[src/rtl/fetch_queue_unit_if.sv]
// rtl/fetch_queue_unit_if.sv - instruction-memory, redirect and decode-side signals of the fetch queue unit
interface fetch_queue_unit_if #(
  parameter int ADDR_W = 18
) ();
  logic [ADDR_W-1:0] imem_addr;
  logic [31:0]       imem_data;
  logic              redirect;
  logic [31:0]       redirect_target;
  logic              out_valid;
  logic              out_ready;
  logic [31:0]       out_pc;
  logic [31:0]       out_instr;
  logic              booting;

  modport master (
    output imem_addr,
    input  imem_data,
    input  redirect,
    input  redirect_target,
    output out_valid,
    input  out_ready,
    output out_pc,
    output out_instr,
    output booting
  );

  modport slave (
    input  imem_addr,
    output imem_data,
    output redirect,
    output redirect_target,
    input  out_valid,
    output out_ready,
    input  out_pc,
    input  out_instr,
    input  booting
  );
endinterface

[src/rtl/fetch_queue_unit.sv]
// rtl/fetch_queue_unit.sv - boot-vector fetch stage feeding a DEPTH-entry {pc, instr} queue; FETCH_PERF_EN adds perf counters
module fetch_queue_unit #(
  parameter int ADDR_W    = 18,
  parameter int DEPTH     = 4,
  parameter int BOOT_ADDR = 0
) (
  input  logic               clk,
  input  logic               rst,
`ifdef FETCH_PERF_EN
  output logic [31:0]        perf_fetched,
  output logic [15:0]        perf_flushes,
`endif
  fetch_queue_unit_if.master bus
);
  localparam int PTR_W = $clog2(DEPTH);
  localparam int CNT_W = PTR_W + 1;
  localparam logic [CNT_W-1:0] FULL_CNT = CNT_W'(DEPTH);

  typedef enum logic {ST_BOOT, ST_RUN} state_t;

  state_t            state_q, state_d;
  logic [31:0]       fetch_pc_q, fetch_pc_d;
  logic [31:0]       pc_mem_q    [DEPTH];
  logic [31:0]       instr_mem_q [DEPTH];
  logic [PTR_W-1:0]  rd_ptr_q, wr_ptr_q;
  logic [CNT_W-1:0]  count_q;

  logic              push, pop, flush, out_valid, booting;
  logic [ADDR_W-1:0] imem_addr;
  logic [31:0]       target_aligned;
  logic [1:0]        unused_target_bits;

  assign target_aligned     = {bus.redirect_target[31:2], 2'b00};
  assign unused_target_bits = bus.redirect_target[1:0];
  assign out_valid          = (count_q != '0);

  assign bus.out_valid = out_valid;
  assign bus.out_pc    = pc_mem_q[rd_ptr_q];
  assign bus.out_instr = instr_mem_q[rd_ptr_q];
  assign bus.booting   = booting;
  assign bus.imem_addr = imem_addr;

  always_comb begin
    state_d    = state_q;
    fetch_pc_d = fetch_pc_q;
    push       = 1'b0;
    pop        = 1'b0;
    flush      = 1'b0;
    booting    = 1'b0;
    imem_addr  = fetch_pc_q[ADDR_W+1:2];
    case (state_q)
      ST_BOOT: begin
        booting   = 1'b1;
        imem_addr = ADDR_W'(BOOT_ADDR);
        state_d   = ST_RUN;
        fetch_pc_d = bus.redirect ? target_aligned : {bus.imem_data[31:2], 2'b00};
      end
      default: begin
        if (bus.redirect) begin
          flush      = 1'b1;
          fetch_pc_d = target_aligned;
        end else begin
          pop  = out_valid && bus.out_ready;
          // A full queue may still accept a word when the head leaves this cycle
          push = (count_q < FULL_CNT) || pop;
          if (push) begin
            fetch_pc_d = fetch_pc_q + 32'd4;
          end
        end
      end
    endcase
  end

  always_ff @(posedge clk or negedge rst) begin
    if (!rst) begin
      state_q    <= ST_BOOT;
      fetch_pc_q <= '0;
      rd_ptr_q   <= '0;
      wr_ptr_q   <= '0;
      count_q    <= '0;
      for (int i = 0; i < DEPTH; i++) begin
        pc_mem_q[i]    <= '0;
        instr_mem_q[i] <= '0;
      end
    end else begin
      state_q    <= state_d;
      fetch_pc_q <= fetch_pc_d;
      if (flush) begin
        rd_ptr_q <= '0;
        wr_ptr_q <= '0;
        count_q  <= '0;
      end else begin
        if (push) begin
          pc_mem_q[wr_ptr_q]    <= fetch_pc_q;
          instr_mem_q[wr_ptr_q] <= bus.imem_data;
          wr_ptr_q              <= wr_ptr_q + PTR_W'(1);
        end
        if (pop) begin
          rd_ptr_q <= rd_ptr_q + PTR_W'(1);
        end
        if (push && !pop) begin
          count_q <= count_q + CNT_W'(1);
        end else if (pop && !push) begin
          count_q <= count_q - CNT_W'(1);
        end
      end
    end
  end

`ifdef FETCH_PERF_EN
  logic [31:0] perf_fetched_q;
  logic [15:0] perf_flushes_q;

  always_ff @(posedge clk or negedge rst) begin
    if (!rst) begin
      perf_fetched_q <= '0;
      perf_flushes_q <= '0;
    end else begin
      if (push) begin
        perf_fetched_q <= perf_fetched_q + 32'd1;
      end
      if (flush) begin
        perf_flushes_q <= perf_flushes_q + 16'd1;
      end
    end
  end

  assign perf_fetched = perf_fetched_q;
  assign perf_flushes = perf_flushes_q;
`endif
endmodule

[src/flat_wrapper.sv]
// flat-port wrapper written by rule: the top's interface ports become plain ports
module fetch_queue_unit_flat 
#(
  parameter int ADDR_W    = 18,
  parameter int DEPTH     = 4,
  parameter int BOOT_ADDR = 0
)
  (clk, rst, bus_imem_addr, bus_imem_data, bus_redirect, bus_redirect_target, bus_out_valid, bus_out_ready, bus_out_pc, bus_out_instr, bus_booting);
  fetch_queue_unit_if #(.ADDR_W(ADDR_W)) bus_i ();
  input  logic clk;
  input  logic rst;
  output wire logic [$bits(bus_i.imem_addr)-1:0] bus_imem_addr;
  input wire logic [$bits(bus_i.imem_data)-1:0] bus_imem_data;
  input wire logic [$bits(bus_i.redirect)-1:0] bus_redirect;
  input wire logic [$bits(bus_i.redirect_target)-1:0] bus_redirect_target;
  output wire logic [$bits(bus_i.out_valid)-1:0] bus_out_valid;
  input wire logic [$bits(bus_i.out_ready)-1:0] bus_out_ready;
  output wire logic [$bits(bus_i.out_pc)-1:0] bus_out_pc;
  output wire logic [$bits(bus_i.out_instr)-1:0] bus_out_instr;
  output wire logic [$bits(bus_i.booting)-1:0] bus_booting;
  assign bus_imem_addr = bus_i.imem_addr;
  assign bus_i.imem_data = bus_imem_data;
  assign bus_i.redirect = bus_redirect;
  assign bus_i.redirect_target = bus_redirect_target;
  assign bus_out_valid = bus_i.out_valid;
  assign bus_i.out_ready = bus_out_ready;
  assign bus_out_pc = bus_i.out_pc;
  assign bus_out_instr = bus_i.out_instr;
  assign bus_booting = bus_i.booting;
  fetch_queue_unit #(.ADDR_W(ADDR_W), .DEPTH(DEPTH), .BOOT_ADDR(BOOT_ADDR)) u_core (.clk(clk), .rst(rst), .bus(bus_i));
endmodule
[config.mk]
export PLATFORM = sky130hd
export DESIGN_NAME = fetch_queue_unit_flat
export DESIGN_NICKNAME = d
export VERILOG_FILES = /design/src/rtl/fetch_queue_unit_if.sv /design/src/rtl/fetch_queue_unit.sv /design/src/flat_wrapper.sv
export SDC_FILE = /design/constraint.sdc
export NUM_CORES = 1
export LEC_CHECK = 0
export CAP_MARGIN = 40
export CORE_ASPECT_RATIO = 0.6
export CORE_MARGIN = 2
export CORE_UTILIZATION = 57
export CTS_CLUSTER_SIZE = 20
export DETAILED_ROUTE_END_ITERATION = 12
export PLACE_DENSITY = 0.81
export SLEW_MARGIN = 20
export SYNTH_ARGS = -nofsm -noshare
export SYNTH_HDL_FRONTEND = slang
export SYNTH_SLANG_ARGS = --single-unit
[constraint.sdc]
create_clock -name clk -period 2.3 [get_ports clk]
set_input_delay 0.46 -clock clk [delete_from_list [all_inputs] [get_ports clk]]
set_output_delay 0.46 -clock clk [all_outputs]
set_load 0.02 [all_outputs]
==> results.toml <==
[die]
start_util_pct = 58.2
rows = 43
io_pins = 152
core_area_mm2 = 0.0231
die_width_um = 202
die_area_mm2 = 0.0249
die_h_um = 123

[timing]
finalCritPeriodShare_pct = 109
max_freq_mhz = 398
period_minus_slack_ns = 2.51
maxSlewViolCount = 0
skew_ns = 0.0254
grt_setup_unrepaired = "yes"
tightest_slew_ns = 0.551
setup_viol = 62
fin_ws_ns = -0.213
final_hold_viol_count = 0
max_slew_margin_pct = 63.2

[clock_network]
path_clk_slew_ns = 0.07
cts_made_buffers = 27
cts_root_buffer = "clkbuf_16"
h-tree-depth = 1
cts.sinks = 286
cts_tree = "yes"
worstSkewPairLatency_ns = 0.55
clockBufferDepth = 3

[placement]
gp_congestion = 0.926
placed_cells = 1414
hpwl_um = 23600
port_buffers = 147

[finish]
final_common_cell = "dfrtp_1"
stdcell_count = 1471
mostFrequentLayoutCells = "dfrtp_1, mux2_2, clkdlybuf4s50_1"
syn_to_final_growth_pct = 22.9
num-nets-final = 1208
post-route-util_pct = 71.6
drive_gt1_share_pct = 44.6
fillers = 1523

[global_routing]
gr-total-overflow = 0
track_usage_pct = 28.7
grt_pass1_wl_um = 54600
grt_pass1_vias = 9241
grt_antenna_before_repair = 0
grt_max_degree = 55

[yosys]
syn_inst = 956
synth_cell_types = 64
ys_ff_latch = 286
postSynthAreaPerCell_um2 = 14.1
ys.flop_type = "dfrtp_1"
ys_seq_area_share_pct = 53.1
synthesis.area_mm2 = 0.0135
yosys_warnings = 0
synthArstFlopShare_pct = 100
synth_edf_count = 0

[worst_setup_path]
setup.worst_path.start_class = "flop"
cp_max_fo = 10
r2r_slack_ns = 0.21
crit_path_end_kind = "primary output"
rr_startpoint = "u_core.state_q"
worstPathRequired_ns = 1.84
path_class = "reg2out"
r2r-end = "u_core.count_q[2]"
worstPathArrival_ns = 2.05
reg2reg_depth = 8

[hold_path]
min_path_cells = 3
hp-start = "bus_redirect"
hold_path_end = "u_core.wr_ptr_q[0]"
hold_path_class = "in2reg"

[pwr]
cellLeakagePower_uw = 0.00729
ir_drop_v = 0.000739
power.density_mw_per_mm2 = 1280
finalPower_uw = 21100

[drt]
num_vias = 9126
drtAntennaViolNets = 0
post_drt_wl_per_cell_um = 23.7
first_pass_iters = 6
drc = 0
drt_iter0_markers = 806
drt_wl_total_um = 34900
avgViaCountPerCell = 6.20

[flow_run]
drv_cap = 0

[outcome]
status = "finished with violations"
violations = "negative setup slack"
layout make-up:
type,count,area (µm²),share of cell area (%)
antenna,2,5.00,0.0302
clock buffer,36,769,4.65
clock inverter,14,130,0.785
inverter,10,37.5,0.227
multi-input combinational,583,5920,35.8
sequential,286,7160,43.2
tap,315,394,2.38
timing repair buffer,225,2140,12.9
synth_stat cells (all sizes together) (2+ instances only):
master,number,area (µm²)
o211ai,2,15.0
mux2,248,2790
inv,10,37.5
a41oi,2,17.5
and2,20,125
nor2,20,75.1
o21ai,22,110
o221ai,2,17.5
o311ai,3,26.3
a21o,3,22.5
nand2,34,138
or4,2,15.0
a311oi,2,17.5
clkbuf,30,114
conb,2,7.51
a221oi,2,17.5
nand4,11,68.8
nor3b,2,26.3
nand2b,3,18.8
nor4,2,18.8
o31ai,5,37.5
o21a,2,15.0
a2bb2oi,5,43.8
nor2b,4,25.0
nand3,10,55.1
and3,11,71.3
buf,48,256
a22oi,9,67.6
mux4,62,1400
mux2i,3,30.0
nor3,5,36.3
or3,4,25.0
a211oi,6,45.0
ha,6,75.1
dfrtp,286,7160
o32ai,2,17.5
xor2,4,35.0
a21oi,29,145
xnor2,9,78.8
a31oi,5,31.3
o22ai,10,62.6
registers in the layout (all words and copies together), names as in the netlist:
| signal | count |
|---|---|
| u_core.state_q | 1 |
| u_core.pc_mem_q | 120 |
| u_core.wr_ptr_q | 2 |
| u_core.fetch_pc_q | 30 |
| u_core.instr_mem_q | 128 |
| u_core.rd_ptr_q | 2 |
| u_core.count_q | 3 |
worst max-delay path: stages, from the launching register on:
cell and delay (ns):
dfrtp_4 0.50, buf_4 0.15, clkbuf_16 0.17, mux4_2 0.50
buf_2 0.18
stage by stage:
step	hold WS, ns	cell area (µm²)	setup WS [ns]	setup TNS (ns)
after floorplan	0.164	13500	0.174	0
after global placement	0.418	15800	-0.0452	-0.0476
after detailed placement	0.417	15800	-0.142	-0.223
after CTS	0.390	16500	-0.293	-9.71
after global routing	0.428	16600	-0.253	-11.39
final	0.410	16600	-0.213	-7.91
metal layers:
| metal | track usage [%] | part of all wire (%) | vias up |
|---|---|---|---|
| met2 | 44.4 | 46 | 325 |
| met5 | 0 | 0 | - |
| met4 | 8.03 | 2.5 | 0 |
| met1 | 41.9 | 45 | 4812 |
| li1 | - | - | 3923 |
| met3 | 6.06 | 7.2 | 66 |
how the worst max path moves through the flow:
stage | slack [ns] | to | cells past startpoint | start
floorplan | 0.17 | bus_out_instr[13] | 3 | u_core.rd_ptr_q[0]
global placement | -0.05 | u_core.count_q[2] | 10 | bus_out_ready
detailed placement | -0.14 | u_core.count_q[2] | 10 | bus_out_ready
CTS | -0.29 | bus_out_instr[16] | 3 | u_core.rd_ptr_q[0]
global route | -0.25 | bus_out_instr[11] | 4 | u_core.rd_ptr_q[0]
finish | -0.21 | bus_out_instr[8] | 4 | u_core.rd_ptr_q[0]
where the power goes:
part / internal [µW] / switching [µW] / leakage (µW)
sequential: 7280 / 1280 / 0.00350
combinational: 4400 / 3650 / 0.00333
clock: 2580 / 1940 / 0.000452
total: 14300 / 6870 / 0.00729
cell families (layout without fill, tap and decap cells):
| logic type | after synthesis | in the layout | synth area share, % |
|---|---|---|---|
| compound gates | 115 | 115 | 5.53 |
| xor+xnor | 13 | 13 | 0.845 |
| other cells | 2 | 5 | 0.0557 |
| simple gates | 132 | 132 | 5.41 |
| mux | 313 | 313 | 31.3 |
| flops | 286 | 286 | 53.1 |
| fa+ha+maj | 7 | 7 | 0.706 |
| buf+inv | 88 | 285 | 3.03 |
timing repair:
item                                   in CTS  in global routing
setup buffers                               1                  1
cloned                                      1                  1
endpoints found under the hold margin      47                  0
hold buffers                                1                  0
setup endpoints to repair                  82                 62
gates resized for setup                   271                 24
No activity file was read; power rests on OpenSTA's default activity.
